--- src/rtl/processor.sv ---
// processor: single-cycle MIPS-subset core (add/sub/and/or/slt, addi, lw, sw, beq, j).
// Defining PROC_SHIFT_EN adds sll/srl (rd = rt shifted by shamt).
module processor (
  input  logic        clk,
  input  logic        reset,
  input  logic [31:0] instruction,
  input  logic [31:0] mem_data_in,
  output logic [4:0]  written_reg_address,
  output logic [31:0] written_reg_data,
  output logic [31:0] inst_addr,
  output logic [31:0] data_addr,
  output logic [31:0] mem_data_out,
  output logic        mem_read,
  output logic        mem_write
);

  localparam logic [5:0] OP_RTYPE = 6'h00;
  localparam logic [5:0] OP_J     = 6'h02;
  localparam logic [5:0] OP_BEQ   = 6'h04;
  localparam logic [5:0] OP_ADDI  = 6'h08;
  localparam logic [5:0] OP_LW    = 6'h23;
  localparam logic [5:0] OP_SW    = 6'h2B;

  localparam logic [5:0] FN_ADD = 6'h20;
  localparam logic [5:0] FN_SUB = 6'h22;
  localparam logic [5:0] FN_AND = 6'h24;
  localparam logic [5:0] FN_OR  = 6'h25;
  localparam logic [5:0] FN_SLT = 6'h2A;
`ifdef PROC_SHIFT_EN
  localparam logic [5:0] FN_SLL = 6'h00;
  localparam logic [5:0] FN_SRL = 6'h02;
`endif

  typedef enum logic [2:0] {
    ALU_ADD, ALU_SUB, ALU_AND, ALU_OR, ALU_SLT, ALU_SLL, ALU_SRL
  } aluOpT;

  typedef enum logic [1:0] {WB_NONE, WB_ALU, WB_MEM} wbSelT;
  typedef enum logic [1:0] {PC_SEQ, PC_BRANCH, PC_JUMP} pcSelT;

  logic [31:0] pc;
  logic [31:0] regFile [32];

  logic [5:0]  opcode;
  logic [4:0]  rs;
  logic [4:0]  rt;
  logic [4:0]  rd;
  logic [4:0]  shamt;
  logic [5:0]  funct;
  logic [25:0] jumpTarget;

  logic signed [31:0] immExt;
  logic signed [31:0] rsVal;
  logic signed [31:0] rtVal;
  logic signed [31:0] aluB;
  logic [31:0]        aluResult;

  aluOpT aluOp;
  wbSelT wbSel;
  pcSelT pcSel;
  logic  aluSrcImm;
  logic  wbToRt;
  logic  isLoad;
  logic  isStore;

  logic [4:0]  wrIdx;
  logic [31:0] wrData;
  logic        regWrEn;
  logic [31:0] pcPlus4;
  logic [31:0] branchOffset;
  logic        branchTaken;
  logic [31:0] nextPc;

  // Shift amount only matters for the shift ops; slt is a signed compare.
  function automatic logic [31:0] aluCompute(input aluOpT op,
                                             input logic signed [31:0] a,
                                             input logic signed [31:0] b,
                                             input logic [4:0] sh);
    logic [31:0] res;
    case (op)
      ALU_ADD: res = a + b;
      ALU_SUB: res = a - b;
      ALU_AND: res = a & b;
      ALU_OR:  res = a | b;
      ALU_SLT: res = {31'b0, (a < b)};
      ALU_SLL: res = unsigned'(b) << sh;
      ALU_SRL: res = unsigned'(b) >> sh;
      default: res = a + b;
    endcase
    return res;
  endfunction

  assign opcode     = instruction[31:26];
  assign rs         = instruction[25:21];
  assign rt         = instruction[20:16];
  assign rd         = instruction[15:11];
  assign shamt      = instruction[10:6];
  assign funct      = instruction[5:0];
  assign jumpTarget = instruction[25:0];
  assign immExt     = signed'({{16{instruction[15]}}, instruction[15:0]});

  always_comb begin
    aluOp     = ALU_ADD;
    wbSel     = WB_NONE;
    pcSel     = PC_SEQ;
    aluSrcImm = 1'b0;
    wbToRt    = 1'b0;
    isLoad    = 1'b0;
    isStore   = 1'b0;
    case (opcode)
      OP_RTYPE: begin
        wbSel = WB_ALU;
        case (funct)
          FN_ADD: aluOp = ALU_ADD;
          FN_SUB: aluOp = ALU_SUB;
          FN_AND: aluOp = ALU_AND;
          FN_OR:  aluOp = ALU_OR;
          FN_SLT: aluOp = ALU_SLT;
`ifdef PROC_SHIFT_EN
          FN_SLL: aluOp = ALU_SLL;
          FN_SRL: aluOp = ALU_SRL;
`endif
          default: wbSel = WB_NONE;
        endcase
      end
      OP_ADDI: begin
        aluSrcImm = 1'b1;
        wbToRt    = 1'b1;
        wbSel     = WB_ALU;
      end
      OP_LW: begin
        aluSrcImm = 1'b1;
        wbToRt    = 1'b1;
        wbSel     = WB_MEM;
        isLoad    = 1'b1;
      end
      OP_SW: begin
        aluSrcImm = 1'b1;
        isStore   = 1'b1;
      end
      OP_BEQ: begin
        aluOp = ALU_SUB;
        pcSel = PC_BRANCH;
      end
      OP_J:    pcSel = PC_JUMP;
      default: ;
    endcase
  end

  // Reads return pre-edge contents; $0 is cleared at reset and never written.
  assign rsVal     = signed'(regFile[rs]);
  assign rtVal     = signed'(regFile[rt]);
  assign aluB      = aluSrcImm ? immExt : rtVal;
  assign aluResult = aluCompute(aluOp, rsVal, aluB, shamt);

  assign wrIdx   = wbToRt ? rt : rd;
  assign wrData  = (wbSel == WB_MEM) ? mem_data_in : aluResult;
  assign regWrEn = (wbSel != WB_NONE) && (wrIdx != 5'd0);

  assign pcPlus4      = pc + 32'd4;
  assign branchOffset = {immExt[29:0], 2'b00};
  assign branchTaken  = (pcSel == PC_BRANCH) && (rsVal == rtVal);

  always_comb begin
    nextPc = pcPlus4;
    if (pcSel == PC_JUMP)
      nextPc = {pcPlus4[31:28], jumpTarget, 2'b00};
    else if (branchTaken)
      nextPc = pcPlus4 + branchOffset;
  end

  always_ff @(posedge clk or posedge reset) begin
    if (reset) begin
      pc                  <= '0;
      written_reg_address <= '0;
      written_reg_data    <= '0;
      for (int i = 0; i < 32; i++)
        regFile[i] <= '0;
    end else begin
      pc <= nextPc;
      if (regWrEn) begin
        regFile[wrIdx]      <= wrData;
        written_reg_address <= wrIdx;
        written_reg_data    <= wrData;
      end
    end
  end

  // Strobes are gated by reset so memory is never disturbed while held.
  assign inst_addr    = pc;
  assign data_addr    = aluResult;
  assign mem_data_out = rtVal;
  assign mem_read     = isLoad & ~reset;
  assign mem_write    = isStore & ~reset;

endmodule

--- config.mk ---
export PLATFORM = sky130hd
export DESIGN_NAME = processor
export DESIGN_NICKNAME = d
export VERILOG_FILES = /design/src/rtl/processor.sv
export SDC_FILE = /design/constraint.sdc
export NUM_CORES = 2
export LEC_CHECK = 0
export CORE_MARGIN = 4
export CORE_UTILIZATION = 65
export DETAILED_ROUTE_END_ITERATION = 10
export PLACE_DENSITY_LB_ADDON = 0.3
export SLEW_MARGIN = 20
export SYNTH_ARGS = -nofsm -noshare
export SYNTH_HDL_FRONTEND = slang
export SYNTH_SLANG_ARGS = --single-unit
--- constraint.sdc ---
create_clock -name clk -period 110.4 [get_ports clk]
set_clock_uncertainty 0.05 [all_clocks]
set_input_delay 22.08 -clock clk [delete_from_list [all_inputs] [get_ports clk]]
set_output_delay 22.08 -clock clk [all_outputs]
set_load 0.02 [all_outputs]
==> flow_summary.json <==
{
  "syn_avg_cell_area_sq_um": 10.6,
  "worstSetupPathType": "in2out",
  "hold_ws_ns": 0.345,
  "postPlaceCellArea_sq_um": 65600,
  "num_rows": 114,
  "vdd_ir_drop_max_uv": 12.9,
  "drtPass1Iterations": 8,
  "r2r.worst_path.cells": 15,
  "cts.clk_slew.worst_paths_ns": 0.06,
  "max_clock_freq_ghz": 0.0192,
  "drtIter0Drc": 7299,
  "pwr-share-comb_pct": 15.9,
  "io_buffer_count": 198,
  "place.gp.congestion": 1.01,
  "internal_power_uw": 687,
  "synth_area_leaders": "sky130_fd_sc_hd__dfrtp_1, sky130_fd_sc_hd__mux4_2, sky130_fd_sc_hd__o21ai_0",
  "vias_per_cell": 7.14,
  "fp.coreArea_sq_um": 96700,
  "syn_area_sq_um": 63400,
  "power.total_uw": 953,
  "cp-startpoint": "instruction[22]",
  "period_share_pct": 47.1,
  "htree_num_levels": 3,
  "drive_above_1_share_pct": 16.9,
  "cts_tree": "built",
  "first_pass_grt_wire_length_um": 315000,
  "io_pins": 201,
  "critPathLaunchType": "input pin",
  "drt_drc_violations_left": 0,
  "power.density_cell_area_nw_per_um2": 13.7,
  "post-dp-hpwl_um": 124000,
  "r2r_slack_ns": 104.08,
  "antenna_found_initial": 10,
  "worstSetupPathDepth": 20,
  "gr-total-overflow": 0,
  "routed_wl_um": 209000,
  "grt_usage_pct": 40.9,
  "mostFrequentLayoutCells": "sky130_fd_sc_hd__nand2_1, sky130_fd_sc_hd__dfrtp_1, sky130_fd_sc_hd__o21ai_0",
  "die_x_um": 320,
  "root_buffer_selected_by_cts": "sky130_fd_sc_hd__clkbuf_16",
  "setup_ws_ns": 58.36,
  "arrival_ns": 29.91,
  "cts_sinks": 1091,
  "synth_flop_cell": "sky130_fd_sc_hd__dfrtp_1",
  "route.antenna.remaining_nets": 0,
  "finalNetCount": 6028,
  "start_util_pct": 65.6,
  "critical_path.endpoint_type": "output port",
  "yosys.area.top_type_share_pct": 43.0,
  "critical_path.endpoint": "data_addr[0]",
  "timing_max_transition_violations_final": 0,
  "p_clk_share_pct": 40.1,
  "area_delta_synth_final_pct": 9.39,
  "async_flop_share_pct": 100,
  "worst_path_maximum_fanout": 90,
  "grt_start_max_net_pins": 187,
  "vertical_extent_of_the_die_um": 320,
  "cts_made_buffers": 109,
  "slew-limit-headroom_pct": 16.9,
  "die_area_sq_um": 103000,
  "clockBufferDepth": 3,
  "count_of_synthesis_stage_warnings_from_yosys": 0,
  "fin_crit_ns": 52.04,
  "hold_class": "reg2reg",
  "rsz0062_at_grt": "false",
  "finalSetupViolCount": 0,
  "crit_chain": "buf_8, buf_4, buf_4, mux4_2, mux4_2, mux2i_1, inv_1, ha_1, inv_1, o21ai_0, a21o_1, a21o_1, a21oi_1, o21bai_1, inv_1, o22ai_1, a211oi_2, o41ai_1, nand2_1, clkdlybuf4s50_1",
  "holdBufCountCts": 0,
  "required_ns": 88.27,
  "power.static_leakage_uw": 0.0304,
  "ctsResizeCount": 0,
  "final_hold_viol_count": 0,
  "cap_viol_max_count": 0,
  "post_drt_wl_per_cell_um": 29.1,
  "synth_top_cell_by_area": "sky130_fd_sc_hd__dfrtp_1",
  "ys_ff_latch": 1091,
  "cell_count_after_synthesis": 5974,
  "pre_cts_setup_slack_ns": 58.59,
  "run_status": "complete, no violations",
  "worst_r2r_startpoint": "regFile[152]",
  "seq_area_frac_synth_pct": 43.0,
  "cp_common_cell": "sky130_fd_sc_hd__inv_1",
  "synth_enable_flop_cells": 0,
  "seqPwrFrac_pct": 44.0,
  "timing.critical_path.max_delay_family": "buffers and inverters",
  "postLayoutCellArea_sq_um": 69400,
  "cp.buffers_inverters": 7,
  "most_common_library_cell_in_the_layout_ignoring_fill_and_taps": "sky130_fd_sc_hd__nand2_1",
  "synth_cell_type_count": 111,
  "regToRegEndpoint": "regFile[349]",
  "netSwitchingPower_uw": 266,
  "switching_share_pct": 27.9,
  "via_count_of_the_first_global_routing_pass": 51100,
  "clock_insertion_delay_worst_skew_ns": 0.72,
  "max_stage_delay_ns": 0.99,
  "finalSetupTns_ns": 0,
  "cts.repair_timing.setup_buffer_count": 0,
  "dr_total_vias": 51500,
  "critical_path.slowest_cell": "sky130_fd_sc_hd__buf_4",
  "worst_slew_pin_slew_ns": 1.25
}
Yosys cell counts, drive strengths merged (4+ instances only):
cell	count
buf	162
a21boi	6
a22o	7
xnor2	71
o41ai	4
o22ai	16
clkbuf	387
nand4	13
nand2b	19
mux2i	207
o311ai	4
nor4	20
nor3	43
o21a	14
or2	13
and2	17
a2111oi	6
o32ai	4
dfrtp	1091
a21o	46
a22oi	50
o21bai	27
nor2b	14
a31o	10
or3	13
nand3	49
a221oi	6
a211oi	14
nand3b	4
ha	127
o31a	4
a21oi	159
o221ai	10
xor2	37
mux4	563
and3	19
a211o	7
o21ai	1123
nand2	1202
inv	144
o31ai	9
o211ai	20
mux2	6
a31oi	15
nor2	146
registers in the layout, summed over array words and instances (netlist names):
| name | count |
|---|---|
| regFile | 1024 |
| inst_addr | 30 |
| written_reg_address | 5 |
| written_reg_data | 32 |
final cells by class:
class                      instances  area (sq um)
multi-input combinational       4190         33500
tap                             1276          1600
fill                            6470         27300
clock inverter                    32           364
clock buffer                     168          3280
timing repair buffer             297          2840
antenna                            5          12.5
inverter                         145           552
sequential                      1091         27300
power by group through the flow:
stage          clock (uW)  sequential [uW]  combinational (uW)
6_report              382              419                 151
5_1_grt               400              421                 163
4_1_cts               382              419                 149
3_5_place_dp            0              426                 149
3_3_place_gp            0              426                 146
2_1_floorplan           0              432                95.7
through the flow:
stage	util (%)	cells
3_5_place_dp	67.9	6996
5_1_grt	71.7	7199
6_report	71.8	7204
3_3_place_gp	67.9	6996
2_1_floorplan	-	5975
4_1_cts	71.6	7196
worst min-delay path by stage:
stage / startpoint / end / slack (ns) / depth (start not counted)
floorplan: regFile[1000] / regFile[1000] / 0.39 / 1
global placement: regFile[1000] / regFile[1000] / 0.33 / 0
detailed placement: regFile[1016] / regFile[1016] / 0.33 / 0
CTS: regFile[1003] / regFile[1003] / 0.35 / 0
global route: regFile[1002] / regFile[1002] / 0.36 / 0
finish: regFile[1016] / regFile[1016] / 0.34 / 0
metal layers:
layer  global-route usage (%)  share of wire, %
met4                     22.9               6.3
met5                        0             0.011
met2                     61.5                45
met3                     12.9                13
met1                     53.5                35
worst reg2reg max path, delay by kind of cell, from the launching register on:
family                   cells  cell delay (ns)
AND/OR/NAND/NOR              3             1.53
multiplexers                 3             1.66
AO/OA/AOI/OAI                5             1.10
flip-flops                   1             0.41
adder cells (fa/ha/maj)      1             0.62
buffers and inverters        3             0.79
cell families (layout without fill, tap and decap cells):
kind of cell	Yosys count	in the layout	share of synthesized area [%]
and+or+nand+nor	1591	1591	10.4
AOI/OAI and AO/OA	1585	1585	14.2
DFF	1091	1091	43.0
muxes	776	776	23.4
buffers and inverters	694	642	4.90
adders and majority gates	128	128	2.54
xor gates and xnor gates	108	108	1.49
other	1	7	0.00591
Note: power is estimated with default switching activity, not from simulation.
